File: config.mk
export PLATFORM = sky130hd
export DESIGN_NAME = ecc_apb_sequencer
export DESIGN_NICKNAME = d
export VERILOG_FILES = /design/src/rtl/ecc_apb_sequencer.sv
export SDC_FILE = /design/constraint.sdc
export NUM_CORES = 1
export LEC_CHECK = 0
export CAP_MARGIN = 20
export CORE_UTILIZATION = 39
export DETAILED_ROUTE_END_ITERATION = 10
export HOLD_SLACK_MARGIN = 0.05
export PLACE_DENSITY = 0.82
export SETUP_SLACK_MARGIN = 0.05
export SYNTH_ARGS = -nofsm -noshare
export SYNTH_HDL_FRONTEND = slang
export SYNTH_SLANG_ARGS = --single-unit
export TNS_END_PERCENT = 20
File: constraint.sdc
create_clock -name clk -period 1.65 [get_ports clk]
set_input_delay 0.33 -clock clk [delete_from_list [all_inputs] [get_ports clk]]
set_output_delay 0.33 -clock clk [all_outputs]
set_load 0.03 [all_outputs]
File: src/rtl/ecc_apb_sequencer.sv
// ecc_apb_sequencer: accepts one ECC command and programs the ECC core over
// APB as four write beats (DATA_IN, CODEWORD_WIDTH, NOISE, CTRL). It then
// waits for operation_done and returns the core result on a valid/ready
// response channel.
// Optional feature: define ECC_SEQ_WATCHDOG_EN to enable a WAIT_DONE watchdog
// that reports a timeout response after TIMEOUT_CYCLES cycles.
module ecc_apb_sequencer #(
    parameter int unsigned AMBA_WORD       = 32,
    parameter int unsigned AMBA_ADDR_WIDTH = 20,
    parameter int unsigned DATA_WIDTH      = 32,
    parameter int unsigned TIMEOUT_CYCLES  = 255
) (
    input  logic                       clk,
    input  logic                       rst,
    // command channel
    input  logic                       req_valid,
    output logic                       req_ready,
    input  logic [1:0]                 req_op,
    input  logic [DATA_WIDTH-1:0]      req_data,
    input  logic [1:0]                 req_width,
    input  logic [DATA_WIDTH-1:0]      req_noise,
    // APB master
    output logic                       PSEL,
    output logic                       PENABLE,
    output logic                       PWRITE,
    output logic [AMBA_ADDR_WIDTH-1:0] PADDR,
    output logic [AMBA_WORD-1:0]       PWDATA,
    // ECC core status
    input  logic                       operation_done,
    input  logic [DATA_WIDTH-1:0]      data_out,
    input  logic [1:0]                 err_num,
    // response channel
    output logic                       rsp_valid,
    input  logic                       rsp_ready,
    output logic [DATA_WIDTH-1:0]      rsp_data,
    output logic [1:0]                 rsp_err_num,
    output logic                       rsp_timeout
);

    typedef enum logic [2:0] {
        ST_IDLE,
        ST_SETUP,
        ST_ACCESS,
        ST_WAIT_DONE,
        ST_RESP
    } state_t;

    localparam logic [1:0] OP_ILLEGAL = 2'b11;
    localparam logic [1:0] BEAT_CTRL  = 2'd3;

    state_t                 state_q, state_d;
    logic [1:0]             beat_q, beat_d;

    logic [1:0]             op_q, op_d;
    logic [DATA_WIDTH-1:0]  data_q, data_d;
    logic [1:0]             width_q, width_d;
    logic [DATA_WIDTH-1:0]  noise_q, noise_d;

    logic [DATA_WIDTH-1:0]  rsp_data_q, rsp_data_d;
    logic [1:0]             rsp_err_q, rsp_err_d;

    logic                   accept;
    logic                   wd_expired;

    assign accept = (state_q == ST_IDLE) && req_valid;

`ifdef ECC_SEQ_WATCHDOG_EN
    localparam int unsigned WD_W = (TIMEOUT_CYCLES > 1) ? $clog2(TIMEOUT_CYCLES + 1) : 1;

    logic [WD_W-1:0]        wd_cnt_q, wd_cnt_d;
    logic                   rsp_timeout_q, rsp_timeout_d;

    // Last WAIT_DONE cycle before the limit is reached; counts 0..TIMEOUT_CYCLES-1.
    assign wd_expired = (state_q == ST_WAIT_DONE) && !operation_done &&
                        (wd_cnt_q == WD_W'(TIMEOUT_CYCLES - 1));

    // Watchdog counts only while waiting for the core and clears otherwise.
    always_comb begin
        wd_cnt_d = '0;
        if ((state_q == ST_WAIT_DONE) && !operation_done && !wd_expired) begin
            wd_cnt_d = wd_cnt_q + WD_W'(1);
        end
    end

    // Watchdog and timeout flag registers.
    always_ff @(posedge clk) begin
        if (rst) begin
            wd_cnt_q      <= '0;
            rsp_timeout_q <= 1'b0;
        end else begin
            wd_cnt_q      <= wd_cnt_d;
            rsp_timeout_q <= rsp_timeout_d;
        end
    end
`else
    localparam int unsigned UNUSED_TIMEOUT_CYCLES = TIMEOUT_CYCLES;

    assign wd_expired = 1'b0;
`endif

    // State register.
    always_ff @(posedge clk) begin
        if (rst) begin
            state_q <= ST_IDLE;
            beat_q  <= '0;
        end else begin
            state_q <= state_d;
            beat_q  <= beat_d;
        end
    end

    // Next-state logic: four SETUP/ACCESS beat pairs, then wait and respond.
    always_comb begin
        state_d = state_q;
        beat_d  = beat_q;
        unique case (state_q)
            ST_IDLE: begin
                if (req_valid) begin
                    beat_d  = '0;
                    state_d = (req_op == OP_ILLEGAL) ? ST_RESP : ST_SETUP;
                end
            end
            ST_SETUP: begin
                state_d = ST_ACCESS;
            end
            ST_ACCESS: begin
                // beat index wraps back to 0 after the CTRL beat
                beat_d  = beat_q + 2'd1;
                state_d = (beat_q == BEAT_CTRL) ? ST_WAIT_DONE : ST_SETUP;
            end
            ST_WAIT_DONE: begin
                if (operation_done || wd_expired) begin
                    state_d = ST_RESP;
                end
            end
            ST_RESP: begin
                if (rsp_ready) begin
                    state_d = ST_IDLE;
                end
            end
            default: begin
                state_d = ST_IDLE;
                beat_d  = '0;
            end
        endcase
    end

    // Command capture on accept; response capture on done, illegal op or timeout.
    always_comb begin
        op_d       = op_q;
        data_d     = data_q;
        width_d    = width_q;
        noise_d    = noise_q;
        rsp_data_d = rsp_data_q;
        rsp_err_d  = rsp_err_q;
`ifdef ECC_SEQ_WATCHDOG_EN
        rsp_timeout_d = rsp_timeout_q;
`endif
        if (accept) begin
            op_d    = req_op;
            data_d  = req_data;
            width_d = req_width;
            noise_d = req_noise;
            if (req_op == OP_ILLEGAL) begin
                rsp_data_d = '0;
                rsp_err_d  = 2'b11;
`ifdef ECC_SEQ_WATCHDOG_EN
                rsp_timeout_d = 1'b0;
`endif
            end
        end else if ((state_q == ST_WAIT_DONE) && operation_done) begin
            rsp_data_d = data_out;
            rsp_err_d  = err_num;
`ifdef ECC_SEQ_WATCHDOG_EN
            rsp_timeout_d = 1'b0;
`endif
        end else if (wd_expired) begin
            rsp_data_d = '0;
            rsp_err_d  = 2'b11;
`ifdef ECC_SEQ_WATCHDOG_EN
            rsp_timeout_d = 1'b1;
`endif
        end
    end

    // Command and response registers.
    always_ff @(posedge clk) begin
        if (rst) begin
            op_q       <= '0;
            data_q     <= '0;
            width_q    <= '0;
            noise_q    <= '0;
            rsp_data_q <= '0;
            rsp_err_q  <= '0;
        end else begin
            op_q       <= op_d;
            data_q     <= data_d;
            width_q    <= width_d;
            noise_q    <= noise_d;
            rsp_data_q <= rsp_data_d;
            rsp_err_q  <= rsp_err_d;
        end
    end

    // Output decode: APB signals only in SETUP/ACCESS, response only in RESP.
    always_comb begin
        req_ready   = (state_q == ST_IDLE);
        PSEL        = 1'b0;
        PENABLE     = 1'b0;
        PWRITE      = 1'b0;
        PADDR       = '0;
        PWDATA      = '0;
        rsp_valid   = 1'b0;
        rsp_data    = '0;
        rsp_err_num = '0;
        rsp_timeout = 1'b0;
        if ((state_q == ST_SETUP) || (state_q == ST_ACCESS)) begin
            PSEL    = 1'b1;
            PENABLE = (state_q == ST_ACCESS);
            PWRITE  = 1'b1;
            unique case (beat_q)
                2'd0: begin
                    PADDR  = AMBA_ADDR_WIDTH'(8'h04);
                    PWDATA = AMBA_WORD'(data_q);
                end
                2'd1: begin
                    PADDR  = AMBA_ADDR_WIDTH'(8'h08);
                    PWDATA = AMBA_WORD'(width_q);
                end
                2'd2: begin
                    PADDR  = AMBA_ADDR_WIDTH'(8'h0C);
                    PWDATA = AMBA_WORD'(noise_q);
                end
                default: begin
                    PADDR  = AMBA_ADDR_WIDTH'(8'h00);
                    PWDATA = AMBA_WORD'(op_q);
                end
            endcase
        end
        if (state_q == ST_RESP) begin
            rsp_valid   = 1'b1;
            rsp_data    = rsp_data_q;
            rsp_err_num = rsp_err_q;
`ifdef ECC_SEQ_WATCHDOG_EN
            rsp_timeout = rsp_timeout_q;
`endif
        end
    end

endmodule

==> results of run 1 <==
==> worst paths after layout <==
path                 start             end  slack (ns)  depth (start not counted)
min reg2reg  rsp_data_q[5]   rsp_data_q[5]        0.47                          2
max reg2reg     state_q[1]  rsp_data_q[11]       -0.12                          6
min                    rst   rsp_data_q[2]        0.41                          2
max              beat_q[0]      PWDATA[25]       -0.42                          8
==> registers in the layout, summed over array words and instances (netlist names) <==
signal	count
data_q	32
noise_q	32
rsp_data_q	32
state_q	3
beat_q	2
op_q	2
rsp_err_q	2
width_q	2
==> what timing repair did <==
action	4_1_cts	5_1_grt
cloned	2	9
setup endpoints to repair	108	159
setup buffers	2	9
gates resized for setup	94	116
pin swaps	44	64
==> per-layer routing <==
| layer | GRT usage (%) | routed length, um | vias up |
|---|---|---|---|
| met5 | 0 | 0 | - |
| met4 | 11.9 | 656 | 0 |
| met3 | 2.75 | 633 | 47 |
| met2 | 38.5 | 8570 | 187 |
| met1 | 28.3 | 6970 | 2449 |
| li1 | - | - | 2492 |
==> area by class of cell <==
class	count	area share, %
Clock buffer	10	2.74
Clock inverter	5	0.479
Inverter	5	0.284
Multi-Input combinational cell	465	35.8
Sequential cell	107	25.7
Tap cell	168	2.51
Timing Repair Buffer	237	32.5
==> critical path, cell delays in order, from the launching register on <==
cell and delay, ns:
dfxtp_2 0.34, buf_6 0.13, ha_4 0.16, inv_4 0.06, nand3_4 0.14, buf_12 0.18
buf_16 0.15, nor2_4 0.10, buf_6 0.14
==> logic make-up (layout without fill, tap and decap cells) <==
| family | count (synthesis) | count (layout) | synth area share [%] |
|---|---|---|---|
| DFF | 107 | 107 | 43.6 |
| buffers and inverters | 84 | 257 | 8.88 |
| AOI/OAI and AO/OA | 179 | 179 | 23.0 |
| adders and majority gates | 5 | 5 | 1.27 |
| other | 1 | 19 | 0.0763 |
| and+or+nand+nor | 261 | 261 | 23.0 |
| xor gates and xnor gates | 1 | 1 | 0.178 |
==> power by group through the flow <==
stage               clock (W)  combinational [W]  sequential [W]
global route          0.00216            0.00163         0.00282
floorplan                   0           0.000695         0.00282
detailed placement          0            0.00120         0.00284
finish                0.00200            0.00153         0.00281
global placement            0            0.00119         0.00283
CTS                   0.00204            0.00132         0.00279
==> placed cells by master (no fill, tap or decap), types with 19 or more instances in the layout <==
cell	count
dfxtp_1	103
buf_6	90
clkdlybuf4s50_1	105
nand2_1	174
and2_4	21
a22oi_2	30
conb_1	19
nor2_4	27
o211ai_1	26
a21oi_1	89
==> through the flow <==
step	instance area (um2)	hold WS, ns	TNS, ns	power (W)
final	8360	0.409	-25.01	0.00634
after detailed placement	6950	0.447	-23.16	0.00404
after global routing	8360	0.422	-34.78	0.00661
after CTS	7680	0.411	-19.80	0.00614
after global placement	6950	0.442	-21.42	0.00402
after floorplan	5090	0.436	-3.98	0.00352
==> flow_metrics.py, run 1 <==
metrics = {
    "clock_tree": {
        "cts_tree": "yes",
        "cts_buffers": 9,
        "clockRootBuffer": "clkbuf_16",
        "ctsLongestPathBuffers": 2,
        "cts-htree-levels": 3,
        "clk_pin_slew_ns": 0.07,
        "cts.sinks": 107,
        "clk_latency_ns": 0.34,
        "cts-hold-fix-buffers": 0,
    },
    "final_layout": {
        "multi_input_area_um2": 2990,
        "diodes": 0,
        "area_delta_synth_final_pct": 70.0,
        "fillers": 905,
        "final_cells": 997,
        "seqCellArea_um2": 2150,
        "drive_above_1_share_pct": 32.4,
        "finish.utilization_pct": 68.7,
        "nets": 937,
    },
    "status": {
        "violations": "setup timing",
        "status": "complete, but fails checks",
    },
    "critical_path": {
        "path_class": "reg2out",
        "worstPathMaxFanout": 7,
        "crit_required_ns": 1.32,
        "cp-start-kind": "flip-flop",
        "arrival_ns": 1.74,
        "endpoint_kind": "output pin",
    },
    "synthesis": {
        "yosysTopAreaCellShare_pct": 43.6,
        "ys_seq_elements": 107,
        "synth_area_leaders": "dfxtp_1, nand2_1, a21oi_1, a22oi_1, and2_1",
        "ys_types": 38,
        "yosys-top-cells-count": "nand2_1, dfxtp_1, a21oi_1",
        "synth-edff-count": 0,
        "syn_area_per_cell_um2": 7.71,
        "syn-cell-area_um2": 4920,
        "synth_ff_type": "dfxtp_1",
        "postSynthCellCount": 638,
        "yosys_warnings": 0,
        "yosysMostFrequentCell": "nand2_1",
        "synthArstFlopShare_pct": 0,
        "ys_seq_area_share_pct": 43.6,
        "synth_top_cell_by_area": "dfxtp_1",
    },
    "timing": {
        "finalSetupViolations": 135,
        "rsz0062_at_grt": "true",
        "period_needed_ns": 2.07,
        "fin_worst_skew_ns": 0.0101,
        "drv_slew": 0,
        "hold_viol_final": 0,
        "timing.final.ws_setup_ns": -0.421,
        "post-route-period-util_pct": 126,
        "max_freq_mhz": 483,
    },
    "power_and_ir_drop": {
        "p_clk_share_pct": 31.6,
        "p_leak_nw": 3.09,
        "swShare_pct": 29.3,
        "netSwitchingPower_w": 0.00186,
        "peakVddDrop_v": 0.000502,
        "power_density_nw_per_um2": 759,
        "intPower_w": 0.00448,
        "p_comb_share_pct": 24.2,
        "pwr-share-seq_pct": 44.3,
    },
    "global_route": {
        "grt_pass1_wl_um": 23500,
        "track_usage_pct": 22.7,
        "globalRoute.totalOverflow": 0,
        "grt_max_degree": 51,
        "antenna_found_initial": 0,
        "grt_pass1_vias": 4745,
    },
    "place": {
        "routabilityCongestion": 0.806,
        "io_buffers": 179,
        "hpwl_um": 9670,
        "dp.cells": 962,
        "pre_cts_ws_ns": -0.323,
    },
    "die": {
        "initial_utilization_pct": 40.4,
        "coreArea_um2": 12200,
        "die_h_um": 114,
        "die-area_um2": 13100,
        "rows": 40,
        "ios": 199,
        "chipWidth_um": 114,
    },
    "routing": {
        "drt_iter0_markers": 427,
        "vias_per_cell": 5.19,
        "routedWlPerCell_um": 16.9,
        "via_count": 5175,
        "wirelength_um": 16800,
        "dr.pass1.iters": 4,
        "drc": 0,
        "ant_nets": 0,
    },
    "run": {
        "max-cap-violations": 0,
    },
    "hold_path": {
        "min_path_type": "in2reg",
    },
}
Power figures use the tool's default switching activity.
==> run 2: changes to the inputs <==
- CORE_UTILIZATION: 39 -> 47
- PLACE_DENSITY: 0.82 -> 0.92
- clock period: 1.65 -> 2.6 ns (I/O delays scaled with it)
==> flow_metrics.py, run 2 (synthesis results as in run 1) <==
metrics = {
    "status": {
        "status": "finished clean",
    },
    "routing": {
        "routedWlPerCell_um": 14.5,
        "wirelength_um": 13400,
        "vias_per_cell": 5.32,
        "drt_iter0_markers": 278,
        "ant_nets": 0,
        "drc": 0,
        "via_count": 4909,
        "dr.pass1.iters": 5,
    },
    "clock_tree": {
        "cts-htree-levels": 3,
        "clk_pin_slew_ns": 0.10,
        "cts_tree": "yes",
        "clockRootBuffer": "clkbuf_8",
        "clk_latency_ns": 0.36,
        "ctsLongestPathBuffers": 2,
        "cts_buffers": 9,
        "cts.sinks": 107,
        "cts-hold-fix-buffers": 0,
    },
    "final_layout": {
        "reg_top3": "data_q (32), noise_q (32), rsp_data_q (32)",
        "area_delta_synth_final_pct": 36.8,
        "nets": 897,
        "diodes": 0,
        "drive_above_1_share_pct": 13.2,
        "layout_common_cells": "nand2_1, clkdlybuf4s50_1, dfxtp_1, a21oi_1, buf_4",
        "final_cells": 922,
        "final_common_cell": "nand2_1",
    },
    "timing": {
        "fin_worst_skew_ns": 0.0152,
        "relSlewSlack_pct": 61.2,
        "setup_tns_ns": 0,
        "post-route-period-util_pct": 97.2,
        "period_needed_ns": 2.53,
        "drv_slew": 0,
        "hold_viol_final": 0,
        "finalSetupViolations": 0,
        "finalHoldWorstSlack_ns": 0.458,
        "rsz0062_at_grt": "true",
        "max_freq_mhz": 396,
        "tightest_slew_ns": 0.583,
    },
    "critical_path": {
        "worstSetupStartpoint": "state_q[2]",
        "crit_required_ns": 2.08,
        "r2r_cells": 5,
        "reg2reg_from": "state_q[2]",
        "path_class": "reg2out",
        "cp-start-kind": "flip-flop",
        "endpoint_kind": "output pin",
        "arrival_ns": 2.01,
        "worstPathMaxFanout": 19,
    },
    "global_route": {
        "grt_pass1_vias": 4771,
        "track_usage_pct": 24.7,
        "antenna_found_initial": 0,
        "grt_max_degree": 56,
        "globalRoute.totalOverflow": 0,
        "grt_pass1_wl_um": 22100,
    },
    "power_and_ir_drop": {
        "power_density_nw_per_um2": 507,
        "p_leak_nw": 2.63,
        "total_power_w": 0.00341,
        "peakVddDrop_v": 0.000324,
    },
    "place": {
        "dp.cells": 907,
        "hpwl_um": 9550,
        "io_buffers": 179,
        "routabilityCongestion": 0.757,
    },
    "die": {
        "die-area_um2": 10900,
        "coreArea_um2": 9950,
        "rows": 36,
        "die_h_um": 104,
        "chipWidth_um": 104,
        "initial_utilization_pct": 49.4,
        "ios": 199,
    },
    "hold_path": {
        "hold_path_depth": 2,
        "min_from": "noise_q[26]",
        "min_path_type": "reg2reg",
    },
    "run": {
        "max-cap-violations": 0,
    },
}
-- run 2: layout make-up --
cell class / count / area (um2)
inverters: 5 / 18.8
well taps: 133 / 166
fillers: 834 / 3230
flip-flops and latches: 107 / 2140
clock buffers: 11 / 131
clock inverters: 4 / 52.6
repair buffers: 197 / 1790
multi-input cells: 465 / 2420
-- run 2: worst max-delay path, stage by stage, from the launching register on --
cell             delay (ns)
dfxtp_1                0.50
nor3b_2                0.21
buf_4                  0.24
clkdlybuf4s50_1        0.70
-- run 2: path summary, 6_finish.rpt --
path,endpoint,slack (ns)
setup / recovery,rsp_valid,0.07
hold / removal,noise_q[26],0.46
setup reg to reg,noise_q[25],0.81
hold reg to reg,noise_q[26],0.46
-- run 2: per-stage QoR --
| step | util, % | setup slack, ns | cell area (um2) |
|---|---|---|---|
| final | 67.6 | 0.0726 | 6730 |
| after CTS | 67.4 | -0.0211 | 6710 |
| after detailed placement | 65.7 | 0.296 | 6540 |
| after global placement | 65.7 | 0.330 | 6540 |
| after global routing | 67.6 | 0.00213 | 6730 |
| after floorplan | - | 0.349 | 4980 |
-- run 2: metal layers --
layer / vias to the layer above / global-route usage (%) / wire length, um
li1: 2399 / - / -
met1: 2322 / 28.7 / 5410
met2: 163 / 44.8 / 7050
met3: 25 / 3.70 / 592
met4: 0 / 10.3 / 325
met5: - / 0 / 0
-- run 2: repair_timing --
item,CTS,global route
endpoints found under the setup margin,11,34
hold endpoints to repair,0,0
resized for setup,10,5
setup buffers,0,0
pin swaps,0,0
-- run 2: power breakdown --
group	switching, W	internal, W
Combinational	0.000373	0.000294
Sequential	0.0000474	0.00172
Clock	0.000535	0.000442
Total	0.000955	0.00246
